===== src/rtl/frog_life_ctrl_if.sv =====
`default_nettype none
// ============================================================================
//  Module   : frog_life_ctrl_if
//  Purpose  : Signal bundle between the frame/collision/start sources and the
//             frog life-cycle controller. The "slave" side is the controller;
//             the "master" side is whatever drives the strobes and consumes
//             the life/visibility outputs.
//  Revision : 1.0  initial release
// ============================================================================
interface frog_life_ctrl_if;

    // Inputs to the controller
    logic       tick;          // one-clk frame strobe
    logic       start;         // debounced start button level
    logic       dead;          // registered collision flag

    // Outputs from the controller
    logic [2:0] lives;         // remaining lives
    logic       play;          // frog movement enable
    logic       frog_visible;  // sprite enable
    logic       respawn;       // one-clk return-to-start pulse
    logic       game_over;     // high while the game is over
    logic       invuln;        // post-respawn grace flag

    modport master (
        output tick,
        output start,
        output dead,
        input  lives,
        input  play,
        input  frog_visible,
        input  respawn,
        input  game_over,
        input  invuln
    );

    modport slave (
        input  tick,
        input  start,
        input  dead,
        output lives,
        output play,
        output frog_visible,
        output respawn,
        output game_over,
        output invuln
    );

endinterface
`default_nettype wire


===== src/rtl/frog_life_ctrl.sv =====
`default_nettype none
// ============================================================================
//  Module   : frog_life_ctrl
//  Purpose  : Frog life cycle. Counts lives, freezes and blinks the frog for
//             a fixed death animation, pulses respawn, declares game over.
//             Every output comes straight from a register.
//  Options  : FROG_INVULN_EN - when defined, each respawn grants a grace
//             period of INVULN_FRAMES ticks during which collisions are
//             ignored. When undefined, invuln is constant 0.
//  Revision : 1.0  initial release
// ============================================================================
module frog_life_ctrl #(
    parameter int LIVES         = 3,   // 1..7
    parameter int DIE_FRAMES    = 60,  // 1..255
    parameter int BLINK_FRAMES  = 8,   // 1..255
    parameter int INVULN_FRAMES = 90   // 1..255
) (
    input  wire               clk,
    input  wire               rst_n,
    frog_life_ctrl_if.slave   bus
);

    // ------------------------------------------------------------------------
    // Elaboration-time parameter range checks
    // ------------------------------------------------------------------------
    if (LIVES < 1 || LIVES > 7) begin : g_bad_lives
        $error("frog_life_ctrl: LIVES out of range 1..7");
    end
    if (DIE_FRAMES < 1 || DIE_FRAMES > 255) begin : g_bad_die
        $error("frog_life_ctrl: DIE_FRAMES out of range 1..255");
    end
    if (BLINK_FRAMES < 1 || BLINK_FRAMES > 255) begin : g_bad_blink
        $error("frog_life_ctrl: BLINK_FRAMES out of range 1..255");
    end
    if (INVULN_FRAMES < 1 || INVULN_FRAMES > 255) begin : g_bad_invuln
        $error("frog_life_ctrl: INVULN_FRAMES out of range 1..255");
    end

    // ------------------------------------------------------------------------
    // Constants
    // ------------------------------------------------------------------------
    localparam logic [1:0] S_IDLE  = 2'd0;
    localparam logic [1:0] S_PLAY  = 2'd1;
    localparam logic [1:0] S_DYING = 2'd2;
    localparam logic [1:0] S_OVER  = 2'd3;

    localparam logic [2:0] c_lives_init  = 3'(LIVES);
    localparam logic [7:0] c_die_last    = 8'(DIE_FRAMES - 1);
    localparam logic [7:0] c_blink_last  = 8'(BLINK_FRAMES - 1);
    localparam logic [7:0] c_invuln_last = 8'(INVULN_FRAMES - 1);

`ifdef FROG_INVULN_EN
    localparam logic c_inv_en = 1'b1;
`else
    localparam logic c_inv_en = 1'b0;
`endif

    // ------------------------------------------------------------------------
    // State
    // ------------------------------------------------------------------------
    logic [1:0] state_q,   state_d;
    logic [2:0] lives_q,   lives_d;
    logic       play_q,    play_d;
    logic       vis_q,     vis_d;
    logic       respawn_q, respawn_d;
    logic       over_q,    over_d;
    logic       invuln_q,  invuln_d;
    // frame_q times the death animation in DYING and the grace period in PLAY;
    // the two uses never overlap.
    logic [7:0] frame_q,   frame_d;
    logic [7:0] blink_q,   blink_d;

    // Two-stage start history: the rise is acted on one edge after start_q
    // captures it, giving a registered (glitch-free) start detect.
    logic       start_q;
    logic       start_prev_q;
    logic       start_rise_w;
    logic       dead_hit_w;

    assign start_rise_w = start_q & ~start_prev_q;

    // A collision only counts when no grace period is active.
    assign dead_hit_w   = bus.dead & ~invuln_q;

    // Next-state logic for the life-cycle FSM and its counters
    always_comb begin
        state_d   = state_q;
        lives_d   = lives_q;
        play_d    = play_q;
        vis_d     = vis_q;
        respawn_d = 1'b0;
        over_d    = over_q;
        invuln_d  = invuln_q;
        frame_d   = frame_q;
        blink_d   = blink_q;

        case (state_q)
            // Waiting for the first game, or for a new game after game over.
            // A fresh game never starts with invulnerability.
            S_IDLE, S_OVER: begin
                play_d = 1'b0;
                vis_d  = 1'b0;
                if (start_rise_w) begin
                    state_d   = S_PLAY;
                    lives_d   = c_lives_init;
                    respawn_d = 1'b1;
                    play_d    = 1'b1;
                    vis_d     = 1'b1;
                    over_d    = 1'b0;
                    invuln_d  = 1'b0;
                    frame_d   = 8'd0;
                    blink_d   = 8'd0;
                end
            end

            // Frog alive. A collision wins over a tick in the same cycle;
            // that tick is not counted toward the death animation.
            S_PLAY: begin
                if (dead_hit_w) begin
                    state_d  = S_DYING;
                    lives_d  = lives_q - 3'd1;
                    play_d   = 1'b0;
                    vis_d    = 1'b0;
                    invuln_d = 1'b0;
                    frame_d  = 8'd0;
                    blink_d  = 8'd0;
                end else if (invuln_q && bus.tick) begin
                    if (frame_q == c_invuln_last) begin
                        invuln_d = 1'b0;
                        frame_d  = 8'd0;
                    end else begin
                        frame_d  = frame_q + 8'd1;
                    end
                end
            end

            // Death animation: frozen, blinking, lasting DIE_FRAMES ticks.
            S_DYING: begin
                play_d = 1'b0;
                if (bus.tick) begin
                    if (frame_q == c_die_last) begin
                        frame_d = 8'd0;
                        blink_d = 8'd0;
                        if (lives_q == 3'd0) begin
                            state_d = S_OVER;
                            over_d  = 1'b1;
                            vis_d   = 1'b0;
                        end else begin
                            state_d   = S_PLAY;
                            respawn_d = 1'b1;
                            play_d    = 1'b1;
                            vis_d     = 1'b1;
                            invuln_d  = c_inv_en;
                        end
                    end else begin
                        frame_d = frame_q + 8'd1;
                        if (blink_q == c_blink_last) begin
                            vis_d   = ~vis_q;
                            blink_d = 8'd0;
                        end else begin
                            blink_d = blink_q + 8'd1;
                        end
                    end
                end
            end

            default: begin
                state_d = S_IDLE;
            end
        endcase
    end

    // State registers; reset drops everything including a pending respawn
    always_ff @(posedge clk or negedge rst_n) begin
        if (!rst_n) begin
            state_q      <= S_IDLE;
            lives_q      <= 3'd0;
            play_q       <= 1'b0;
            vis_q        <= 1'b0;
            respawn_q    <= 1'b0;
            over_q       <= 1'b0;
            invuln_q     <= 1'b0;
            frame_q      <= 8'd0;
            blink_q      <= 8'd0;
            start_q      <= 1'b0;
            start_prev_q <= 1'b0;
        end else begin
            state_q      <= state_d;
            lives_q      <= lives_d;
            play_q       <= play_d;
            vis_q        <= vis_d;
            respawn_q    <= respawn_d;
            over_q       <= over_d;
            invuln_q     <= invuln_d;
            frame_q      <= frame_d;
            blink_q      <= blink_d;
            start_q      <= bus.start;
            start_prev_q <= start_q;
        end
    end

    assign bus.lives        = lives_q;
    assign bus.play         = play_q;
    assign bus.frog_visible = vis_q;
    assign bus.respawn      = respawn_q;
    assign bus.game_over    = over_q;
    assign bus.invuln       = invuln_q;

endmodule
`default_nettype wire

===== src/flat_wrapper.sv =====
// flat-port wrapper written by rule: the top's interface ports become plain ports
module frog_life_ctrl_flat 
#(
    parameter int LIVES         = 3,          
    parameter int DIE_FRAMES    = 60,           
    parameter int BLINK_FRAMES  = 8,            
    parameter int INVULN_FRAMES = 90            
)
  (clk, rst_n, bus_tick, bus_start, bus_dead, bus_lives, bus_play, bus_frog_visible, bus_respawn, bus_game_over, bus_invuln);
  frog_life_ctrl_if bus_i ();
  input  wire clk;
  input  wire rst_n;
  input wire logic [$bits(bus_i.tick)-1:0] bus_tick;
  input wire logic [$bits(bus_i.start)-1:0] bus_start;
  input wire logic [$bits(bus_i.dead)-1:0] bus_dead;
  output wire logic [$bits(bus_i.lives)-1:0] bus_lives;
  output wire logic [$bits(bus_i.play)-1:0] bus_play;
  output wire logic [$bits(bus_i.frog_visible)-1:0] bus_frog_visible;
  output wire logic [$bits(bus_i.respawn)-1:0] bus_respawn;
  output wire logic [$bits(bus_i.game_over)-1:0] bus_game_over;
  output wire logic [$bits(bus_i.invuln)-1:0] bus_invuln;
  assign bus_i.tick = bus_tick;
  assign bus_i.start = bus_start;
  assign bus_i.dead = bus_dead;
  assign bus_lives = bus_i.lives;
  assign bus_play = bus_i.play;
  assign bus_frog_visible = bus_i.frog_visible;
  assign bus_respawn = bus_i.respawn;
  assign bus_game_over = bus_i.game_over;
  assign bus_invuln = bus_i.invuln;
  frog_life_ctrl #(.LIVES(LIVES), .DIE_FRAMES(DIE_FRAMES), .BLINK_FRAMES(BLINK_FRAMES), .INVULN_FRAMES(INVULN_FRAMES)) u_core (.clk(clk), .rst_n(rst_n), .bus(bus_i));
endmodule

===== config.mk =====
export PLATFORM = sky130hd
export DESIGN_NAME = frog_life_ctrl_flat
export DESIGN_NICKNAME = d
export VERILOG_FILES = /design/src/rtl/frog_life_ctrl_if.sv /design/src/rtl/frog_life_ctrl.sv /design/src/flat_wrapper.sv
export SDC_FILE = /design/constraint.sdc
export NUM_CORES = 1
export LEC_CHECK = 0
export BUFFER_PORTS_ARGS = -buffer_cell sky130_fd_sc_hd__buf_2
export CORE_UTILIZATION = 45
export DETAILED_ROUTE_END_ITERATION = 10
export PLACE_DENSITY = 0.72
export SLEW_MARGIN = 20
export SYNTH_ARGS = -nofsm -noshare
export SYNTH_HDL_FRONTEND = slang
export SYNTH_SLANG_ARGS = --single-unit

===== constraint.sdc =====
create_clock -name clk -period 3.07 [get_ports clk]
set_input_delay 0.307 -clock clk [delete_from_list [all_inputs] [get_ports clk]]
set_output_delay 0.307 -clock clk [all_outputs]
set_load 0.02 [all_outputs]

Yosys cells after proc, flatten, opt, wreduce, memory -nomap -nowiden
Index checks and enable logic that the tools add are counted.
W data, S select, Z words.
{ "classes": {"n_eq_ne": 15, "reduce_logical": 13, "add_sub_neg": 3, "bitwise": 5, "n_mux": 44} }
{ "ops": {"columns": ["op", "n"], "rows": [
  ["$mux W8", 10],
  ["$pmux W8 S3", 2],
  ["$mux W1", 18],
  ["$add A8 B1 Y8 const B", 2],
  ["$reduce_and A3 Y1", 4],
  ["$mux W2", 5],
  ["$ne A3 B1 Y1 const B", 3],
  ["$pmux W1 S3", 3],
  ["$eq A8 B3 Y1 const B", 1],
  ["$eq A8 B6 Y1 const B", 1],
  ["$eq A8 B7 Y1 const B", 1],
  ["$ne A2 B1 Y1 const B", 4],
  ["$mux W3", 2],
  ["$pmux W2 S3", 1],
  ["$pmux W3 S2", 1],
  ["$reduce_and A6 Y1", 1],
  ["$reduce_and A5 Y1", 1],
  ["$eq A2 B2 Y1 const B", 2],
  ["$ne A2 B2 Y1 const B", 2],
  ["$pmux W1 S2", 2],
  ["$reduce_and A4 Y1", 1],
  ["$reduce_bool A2 Y1", 2],
  ["$logic_not A3 Y1", 1],
  ["$not A1 Y1", 3],
  ["other kinds (6)", 7]
]} }
{ "totals": {"reg_bits": 28, "inputBits": 5, "wordCells": 91} }

Logic depth before layout (Yosys ltp)
Gate-level depths: netlist of the first run.
{ "logic_depth": {"depth_word": 5, "depth_mapped": 8, "mapped_depth_nobuf": 6} }

Worst setup path after synthesis of the first run
No wires, ideal clock.
{ "synth_path": {"path_kind": "reg2reg", "from": "reg u_core.blink_q[4]", "to": "reg u_core.vis_q (netlist: u_core.bus.frog_visible)", "required_ns": 2.945, "t_arrival_ns": 1.913, "stages_incl_launch_ff": 5, "slack_ns": 1.032, "setup_time_ns": 0.125, "path_cell_list": "dfrtp_1 > or4_1 > or4_4 > a211oi_2 > mux2_2"} }
{ "synth_via": {"elab_chain_cells": 3} }
{ "synth_lines": {"columns": ["item", "line", "source"], "rows": [
  ["start, declared", "frog_life_ctrl.sv:71", "logic [7:0] blink_q, blink_d;"],
  ["start signal, assigned", "frog_life_ctrl.sv:196", "blink_q <= blink_d;"],
  ["$eq A8 B3 Y1", "frog_life_ctrl.sv:157", "if (blink_q == c_blink_last) begin"],
  ["$ne A3 B1 Y1 (no source line)", null, null],
  ["$reduce_and A3 Y1 (no source line)", null, null],
  ["end signal, assigned", "frog_life_ctrl.sv:191", "vis_q <= vis_d;"],
  ["end, declared", "frog_life_ctrl.sv:64", "logic vis_q, vis_d;"]
]} }
No other way between the ends.
A chain may end at the register's enable or synchronous reset.

Worst setup path after layout of the first run
{ "layout_path": {"from": "reg u_core.state_q[1]", "to": "reg u_core.state_q[1]"} }
{ "layout_via": {"elab_chain_cells": 4} }
{ "layout_lines": {"columns": ["item", "line", "source"], "rows": [
  ["start, declared", "frog_life_ctrl.sv:61", "logic [1:0] state_q, state_d;"],
  ["start signal, assigned", "frog_life_ctrl.sv:188", "state_q <= state_d;"],
  ["$eq A2 B2 Y1 / $logic_not A2 Y1 (equally long branches)", "frog_life_ctrl.sv:97", "case (state_q)"],
  ["$reduce_or A2 Y1", "frog_life_ctrl.sv:97", null],
  ["$ne A2 B1 Y1 (no source line)", null, null],
  ["$reduce_and A4 Y1 (no source line)", null, null]
]} }
Parallel ways exist; a longest one is shown, timed or not.

==> impl_metrics.json, run 1 <==
{
  "status": "complete, no violations",
  "hold_viol": 0,
  "dieArea_um2": 3820,
  "yosys_warnings": 0,
  "drc": 0,
  "cts.sinks": 27,
  "ys_ff_latch": 27,
  "cts_resized": 0,
  "max_stage_delay_ns": 0.62,
  "ff2ff_path_depth": 6,
  "drt-pass1-iter-count": 4,
  "r2r_start": "u_core.state_q[1]$_DFFE_PN0P_",
  "netlist-cell-type-count": 45,
  "post-cts-setup-buffers": 0,
  "synthesis.area_um2": 1610,
  "drt_wl_total_mm": 3.56,
  "final_core_utilization_pct": 50.9,
  "fmax_mhz": 425,
  "ir_drop_uv": 286,
  "cts_tree": "built",
  "p_clk_share_pct": 13.5,
  "hold_buffers": 1,
  "synth_commonest_cells": "27 x dfrtp_1, 24 x nand2_1, 15 x o21ai_0",
  "synth.area.top_cells": "dfrtp_1 42%, ha_1 6.2%, nand2_1 5.6%, o21ai_0 4.7%, inv_1 3.3%",
  "pre_cts_slack_ns": 0.771,
  "path_delay_family": "compound AO/OA/AOI/OAI gates",
  "final_antenna_net_count": 0,
  "ys_seq_area_share_pct": 42.0,
  "cp_slowest_cell": "nor2b_1",
  "fp.dieH_um": 61.8,
  "grt_max_degree": 28,
  "slew_violations": 0,
  "via_per_inst": 6.00,
  "synthToLayoutAreaGrowth_pct": 7.39,
  "n_fill_cell": 315,
  "grt_pass1_wl_mm": 5.84,
  "hold_depth": 1,
  "synth_top_area_share_pct": 42.0,
  "antenna_found_initial": 0,
  "finalClockSkew_ns": 0.00766,
  "setup_viol": 0,
  "internal-power_w": 0.000647,
  "rrSetupSlack_ns": 0.72,
  "power_frac_seq_pct": 39.7,
  "clk_latency_ns": 0.33,
  "fp.dieW_um": 61.8,
  "gr-total-overflow": 0,
  "ioPinCount": 13,
  "min_to": "u_core.start_q$_DFF_PN0_",
  "cp.required_ns": 3.29,
  "grtUsageTotal_pct": 20.5,
  "power_density_nw_per_um2": 670,
  "crit_chain": "inv_1, ha_1, nor2b_1, a211o_1, o21ai_0, o41ai_1",
  "drive_above_1_share_pct": 11.7,
  "combPwrFrac_pct": 46.8,
  "clkSlewWorstSetupHoldPaths_ns": 0.15,
  "hold_path.startpoint": "bus_start",
  "core.rowCount": 21,
  "r2r_end": "u_core.state_q[1]$_DFFE_PN0P_",
  "drt-initial-drc-count": 277,
  "fin_hold_ws_ns": 0.0723,
  "synth-main-ff-cell": "dfrtp_1",
  "worstSetupStartpointType": "flip-flop",
  "gp_congestion": 0.895,
  "start_util_pct": 47.4,
  "htree_levels": 1,
  "worstMarginPinSlew_ns": 0.705,
  "cts_buffers": 3,
  "endpoint_kind": "flip-flop",
  "hold_path_class": "in2reg",
  "p_switching_w": 0.000510,
  "post-synth-top-count-cell": "dfrtp_1",
  "timing.slew.headroom_pct": 52.9,
  "clockRootBuffer": "clkbuf_4",
  "first_global_vias": 1350,
  "design.core.area_um2": 3390,
  "synth_fp_nets": 191,
  "cap_violations": 0,
  "min_period_ns": 2.35,
  "synthArstFlopShare_pct": 100,
  "yosysTopAreaCell": "dfrtp_1",
  "avgSynthCellArea_um2": 9.03,
  "wl_per_cell_um": 15.2,
  "nNetsFinal": 202,
  "finalSetupTns_ns": 0,
  "path_buf_inv": 1,
  "rsz0062_at_grt": "false",
  "worst-setup-path-type": "reg2reg",
  "io_buffers": 11,
  "clk_path_buf_depth": 2,
  "leakagePower_nw": 0.763,
  "n_antenna_cell": 0,
  "finalCritPeriodShare_pct": 76.6,
  "synthCells": 178,
  "arrival_ns": 2.57,
  "synth_edf_count": 0,
  "worst_slack_ns": 0.717,
  "p_sw_share_pct": 44.1,
  "cp_max_fo": 17,
  "dpl.hpwl_mm": 2.55,
  "vias": 1405
}
## kinds of logic (layout without fill, tap and decap cells)
logic type / count (synthesis) / in the layout / share of synthesized area (%)
simple gates: 67 / 67 / 21.2
compound gates: 49 / 49 / 21.5
flops: 27 / 27 / 42.0
buf+inv: 21 / 31 / 5.60
fa+ha+maj: 8 / 8 / 6.23
mux: 5 / 5 / 3.19
other cells: 1 / 1 / 0.233
## stage by stage
step / total power (W) / std cells / instance area (um^2)
detailed placement: 0.00100 / 229 / 1690
global route: 0.00124 / 234 / 1730
global placement: 0.000980 / 229 / 1690
finish: 0.00116 / 234 / 1730
floorplan: 0.000867 / 178 / 1610
CTS: 0.00115 / 234 / 1730
## power by group through the flow
stage	clock network, W	registers, W	logic [W]
detailed placement	0	0.000465	0.000536
global placement	0	0.000460	0.000520
floorplan	0	0.000482	0.000385
CTS	0.000158	0.000457	0.000539
global route	0.000172	0.000467	0.000599
finish	0.000156	0.000459	0.000541
## routing by layer
metal | track usage [%] | share of wire, %
met5 | 0 | 0
met4 | 9.21 | 2.0
met3 | 2.07 | 4.0
met2 | 35.8 | 51
met1 | 25.7 | 42
## cells in the final DEF (no fill, tap or decap), types with 2 or more instances in the layout
cell and count:
nor3_1 4, a21oi_1 5, nor2_1 8, mux2i_1 4, o21ai_0 15, and3_1 3
nor2b_1 3, clkbuf_4 3, nand2_1 24, a2111oi_0 2, a2bb2oi_1 2, o211ai_1 2
o31ai_1 3, buf_2 11, dfrtp_1 27, a211oi_2 2, o41ai_1 2, ha_1 8
inv_1 14, a41oi_1 2, o22ai_1 3, nand2b_1 3, a31oi_1 3, nand4_1 4
nand3_1 9
## layout make-up
| cell class | count | area (um^2) | area share (%) |
|---|---|---|---|
| Timing Repair Buffer | 13 | 72.6 | 4.20 |
| Inverter | 14 | 52.6 | 3.04 |
| Clock buffer | 4 | 26.3 | 1.52 |
| Multi-Input combinational cell | 130 | 842 | 48.8 |
| Sequential cell | 27 | 676 | 39.1 |
| Tap cell | 46 | 57.6 | 3.33 |
## registers in the layout, indices dropped and copies added, names as in the netlist
signal	count
u_core.frame_q	8
u_core.state_q	2
u_core.bus.game_over	1
u_core.bus.play	1
u_core.bus.frog_visible	1
u_core.start_prev_q	1
u_core.bus.respawn	1
u_core.blink_q	8
u_core.bus.lives	3
u_core.start_q	1
## how the worst max path moves through the flow
stage,start,slack (ns),cells past startpoint,to
floorplan,u_core.blink_q[4]$_DFFE_PN0P_,1.03,4,u_core.bus.frog_visible$_DFFE_PN0P_
global placement,u_core.state_q[1]$_DFFE_PN0P_,0.93,6,u_core.state_q[1]$_DFFE_PN0P_
detailed placement,u_core.state_q[1]$_DFFE_PN0P_,0.77,6,u_core.state_q[1]$_DFFE_PN0P_
CTS,u_core.state_q[1]$_DFFE_PN0P_,0.73,6,u_core.state_q[1]$_DFFE_PN0P_
global route,u_core.state_q[1]$_DFFE_PN0P_,0.50,6,u_core.state_q[1]$_DFFE_PN0P_
finish,u_core.state_q[1]$_DFFE_PN0P_,0.72,6,u_core.state_q[1]$_DFFE_PN0P_
Note: power is estimated with default switching activity, not from simulation.
==> run 2: changes to the inputs <==
ABC_AREA = 1   (was default)
clock period = 2.3 ns   (was 3.07 ns; I/O delays follow)
==> run 2 against run 1 <==
Against the previous run: die area rose by 4.3%; sequential share of layout area fell by 1.9 points; hold slack got worse by 0.019 ns; non-clock buffer count fell by 1; sequential power rose by 36%; via count fell by 5.2%; setup slack got worse by 0.34 ns; area after synthesis rose by 4.4%; largest cell class unchanged.
==> impl_metrics.json, run 2 <==
{
  "design.core.area_um2": 3440,
  "final_antenna_net_count": 0,
  "cts_buffers": 3,
  "finalSetupTns_ns": 0,
  "multiInputGateArea_um2": 855,
  "n_antenna_cell": 0,
  "clkSlewWorstSetupHoldPaths_ns": 0.09,
  "avgSynthCellArea_um2": 7.92,
  "synthArstFlopShare_pct": 100,
  "vias": 1332,
  "synth_edf_count": 0,
  "cp_max_fo": 14,
  "synthCells": 212,
  "synthToLayoutAreaGrowth_pct": 8.20,
  "grt_max_degree": 28,
  "pre_cts_slack_ns": 0.393,
  "clockRootBuffer": "clkbuf_8",
  "drt-pass1-iter-count": 4,
  "power_w": 0.00181,
  "final_common_cell": "nand2_1",
  "hold_buffers": 1,
  "ys_seq_area_share_pct": 40.2,
  "io_buffers": 11,
  "drive_above_1_share_pct": 18.7,
  "post-synth-top-count-cell": "nand2_1",
  "dr.max_layer_used": "met4",
  "finalNonFillerCells": 271,
  "clk_latency_ns": 0.28,
  "post-cts-setup-buffers": 0,
  "fmax_mhz": 521,
  "timing.slew.headroom_pct": 59.2,
  "clk_path_buf_depth": 2,
  "cts_resized": 0,
  "synthesis.area_um2": 1680,
  "cts_tree": "built",
  "grt_pass1_wl_mm": 5.67,
  "seqCellArea_um2": 676,
  "via_per_inst": 4.92,
  "ir_drop_uv": 534,
  "rsz0062_at_grt": "false",
  "setup_viol": 0,
  "status": "complete, no violations",
  "leakagePower_nw": 0.931,
  "start_util_pct": 48.8,
  "netlist-cell-type-count": 31,
  "htree_levels": 1,
  "routed-wl-met3_um": 125,
  "nNetsFinal": 239,
  "endpoint_kind": "flip-flop",
  "worstMarginPinSlew_ns": 0.612,
  "ff2ff_path_depth": 9,
  "drt-initial-drc-count": 48,
  "wl_per_cell_um": 11.8,
  "min_period_ns": 1.92,
  "cp.required_ns": 2.52,
  "fp.dieH_um": 63.1,
  "worst-setup-path-type": "reg2reg",
  "dpl.hpwl_mm": 2.37,
  "worstSetupStartpointType": "flip-flop",
  "core.rowCount": 21,
  "fp.dieW_um": 63.1,
  "finalCritPeriodShare_pct": 83.4,
  "n_fill_cell": 325,
  "final_cell_mix": "54 x nand2_1, 28 x inv_1, 27 x dfrtp_1",
  "ys_ff_latch": 27,
  "synth_top_area_share_pct": 40.2,
  "hold_viol": 0,
  "ioPinCount": 13,
  "synth_commonest_cells": "54 x nand2_1, 28 x inv_1, 27 x dfrtp_1",
  "hold_depth": 1,
  "gp_congestion": 0.803,
  "slew_violations": 0,
  "cts.sinks": 27,
  "cap_violations": 0,
  "dp_cells": 266,
  "antenna_found_initial": 0,
  "wl_met1_mm": 1.58,
  "first_global_vias": 1274,
  "yosysTopAreaCell": "dfrtp_1",
  "grtUsageTotal_pct": 18.1,
  "power_density_nw_per_um2": 995,
  "synth.area.top_cells": "dfrtp_1 40%, nand2_1 12%, inv_1 6.3%, ha_1 6.0%, nor2_1 3.8%",
  "drc": 0,
  "worst_slack_ns": 0.381,
  "synth-main-ff-cell": "dfrtp_1",
  "hold_path_class": "in2reg",
  "gr-total-overflow": 0,
  "wl_met2_mm": 1.44,
  "drt_wl_total_mm": 3.19,
  "arrival_ns": 2.13,
  "finalClockSkew_ns": 0.00141,
  "yosys_warnings": 0,
  "synth_fp_nets": 225,
  "dieArea_um2": 3980
}
-- run 2: where the power goes --
group | internal, W | total (W) | switching (W)
Clock | 0.000124 | 0.000273 | 0.000149
Combinational | 0.000283 | 0.000913 | 0.000629
Sequential | 0.000555 | 0.000622 | 0.0000670
Total | 0.000963 | 0.00181 | 0.000845
-- run 2: kinds of logic (layout without fill, tap and decap cells) --
logic type / count (synthesis) / count (layout) / share of synthesized area, %
and+or+nand+nor: 112 / 112 / 32.4
buffers and inverters: 34 / 47 / 8.87
AOI/OAI and AO/OA: 27 / 27 / 10.7
DFF: 27 / 27 / 40.2
adders and majority gates: 8 / 8 / 5.96
xor gates and xnor gates: 3 / 3 / 1.57
other: 1 / 1 / 0.223
-- run 2: worst max-delay path, cell delays in order, from the launching register on --
cell and delay [ns]:
dfrtp_1 0.40, inv_1 0.06, ha_1 0.36, inv_2 0.19, a21oi_4 0.06, nor2_4 0.32, nand2_1 0.18, o21bai_1 0.15
inv_1 0.05, nor2_1 0.09
-- run 2: cell type report --
type                    count  share of cell area (%)
multi-input cells         151                    47.0
flip-flops and latches     27                    37.2
inverters                  31                    6.54
repair buffers             12                    3.58
well taps                  46                    3.17
clock buffers               4                    2.48
-- run 2: final timing paths --
| path | from | endpoint | slack [ns] |
|---|---|---|---|
| worst max-delay path | u_core.state_q[0]$_DFFE_PN0P_ | u_core.blink_q[4]$_DFFE_PN0P_ | 0.38 |
| worst min-delay path | bus_start | u_core.start_q$_DFF_PN0_ | 0.05 |
| worst max register to register | u_core.state_q[0]$_DFFE_PN0P_ | u_core.blink_q[4]$_DFFE_PN0P_ | 0.38 |
| worst min register to register | u_core.bus.play$_DFFE_PN0N_ | u_core.bus.play$_DFFE_PN0N_ | 0.49 |
| max in group asynchronous | rst_n | u_core.blink_q[4]$_DFFE_PN0P_ | 1.42 |
| min in group asynchronous | rst_n | u_core.frame_q[5]$_DFFE_PN0P_ | 0.48 |
-- run 2: metal layers --
metal	up-vias	global-route usage, %
li1	704	-
met4	0	6.10
met3	5	3.44
met1	600	23.7
met2	23	29.8
met5	-	0
-- run 2: metrics by stage --
step                cell area (um^2)  utilization (%)  hold slack, ns
floorplan                       1680                -         -0.0656
global placement                1760             51.2           0.274
detailed placement              1760             51.2           0.279
CTS                             1820             52.8          0.0453
global route                    1820             52.8          0.0404
finish                          1820             52.8          0.0536
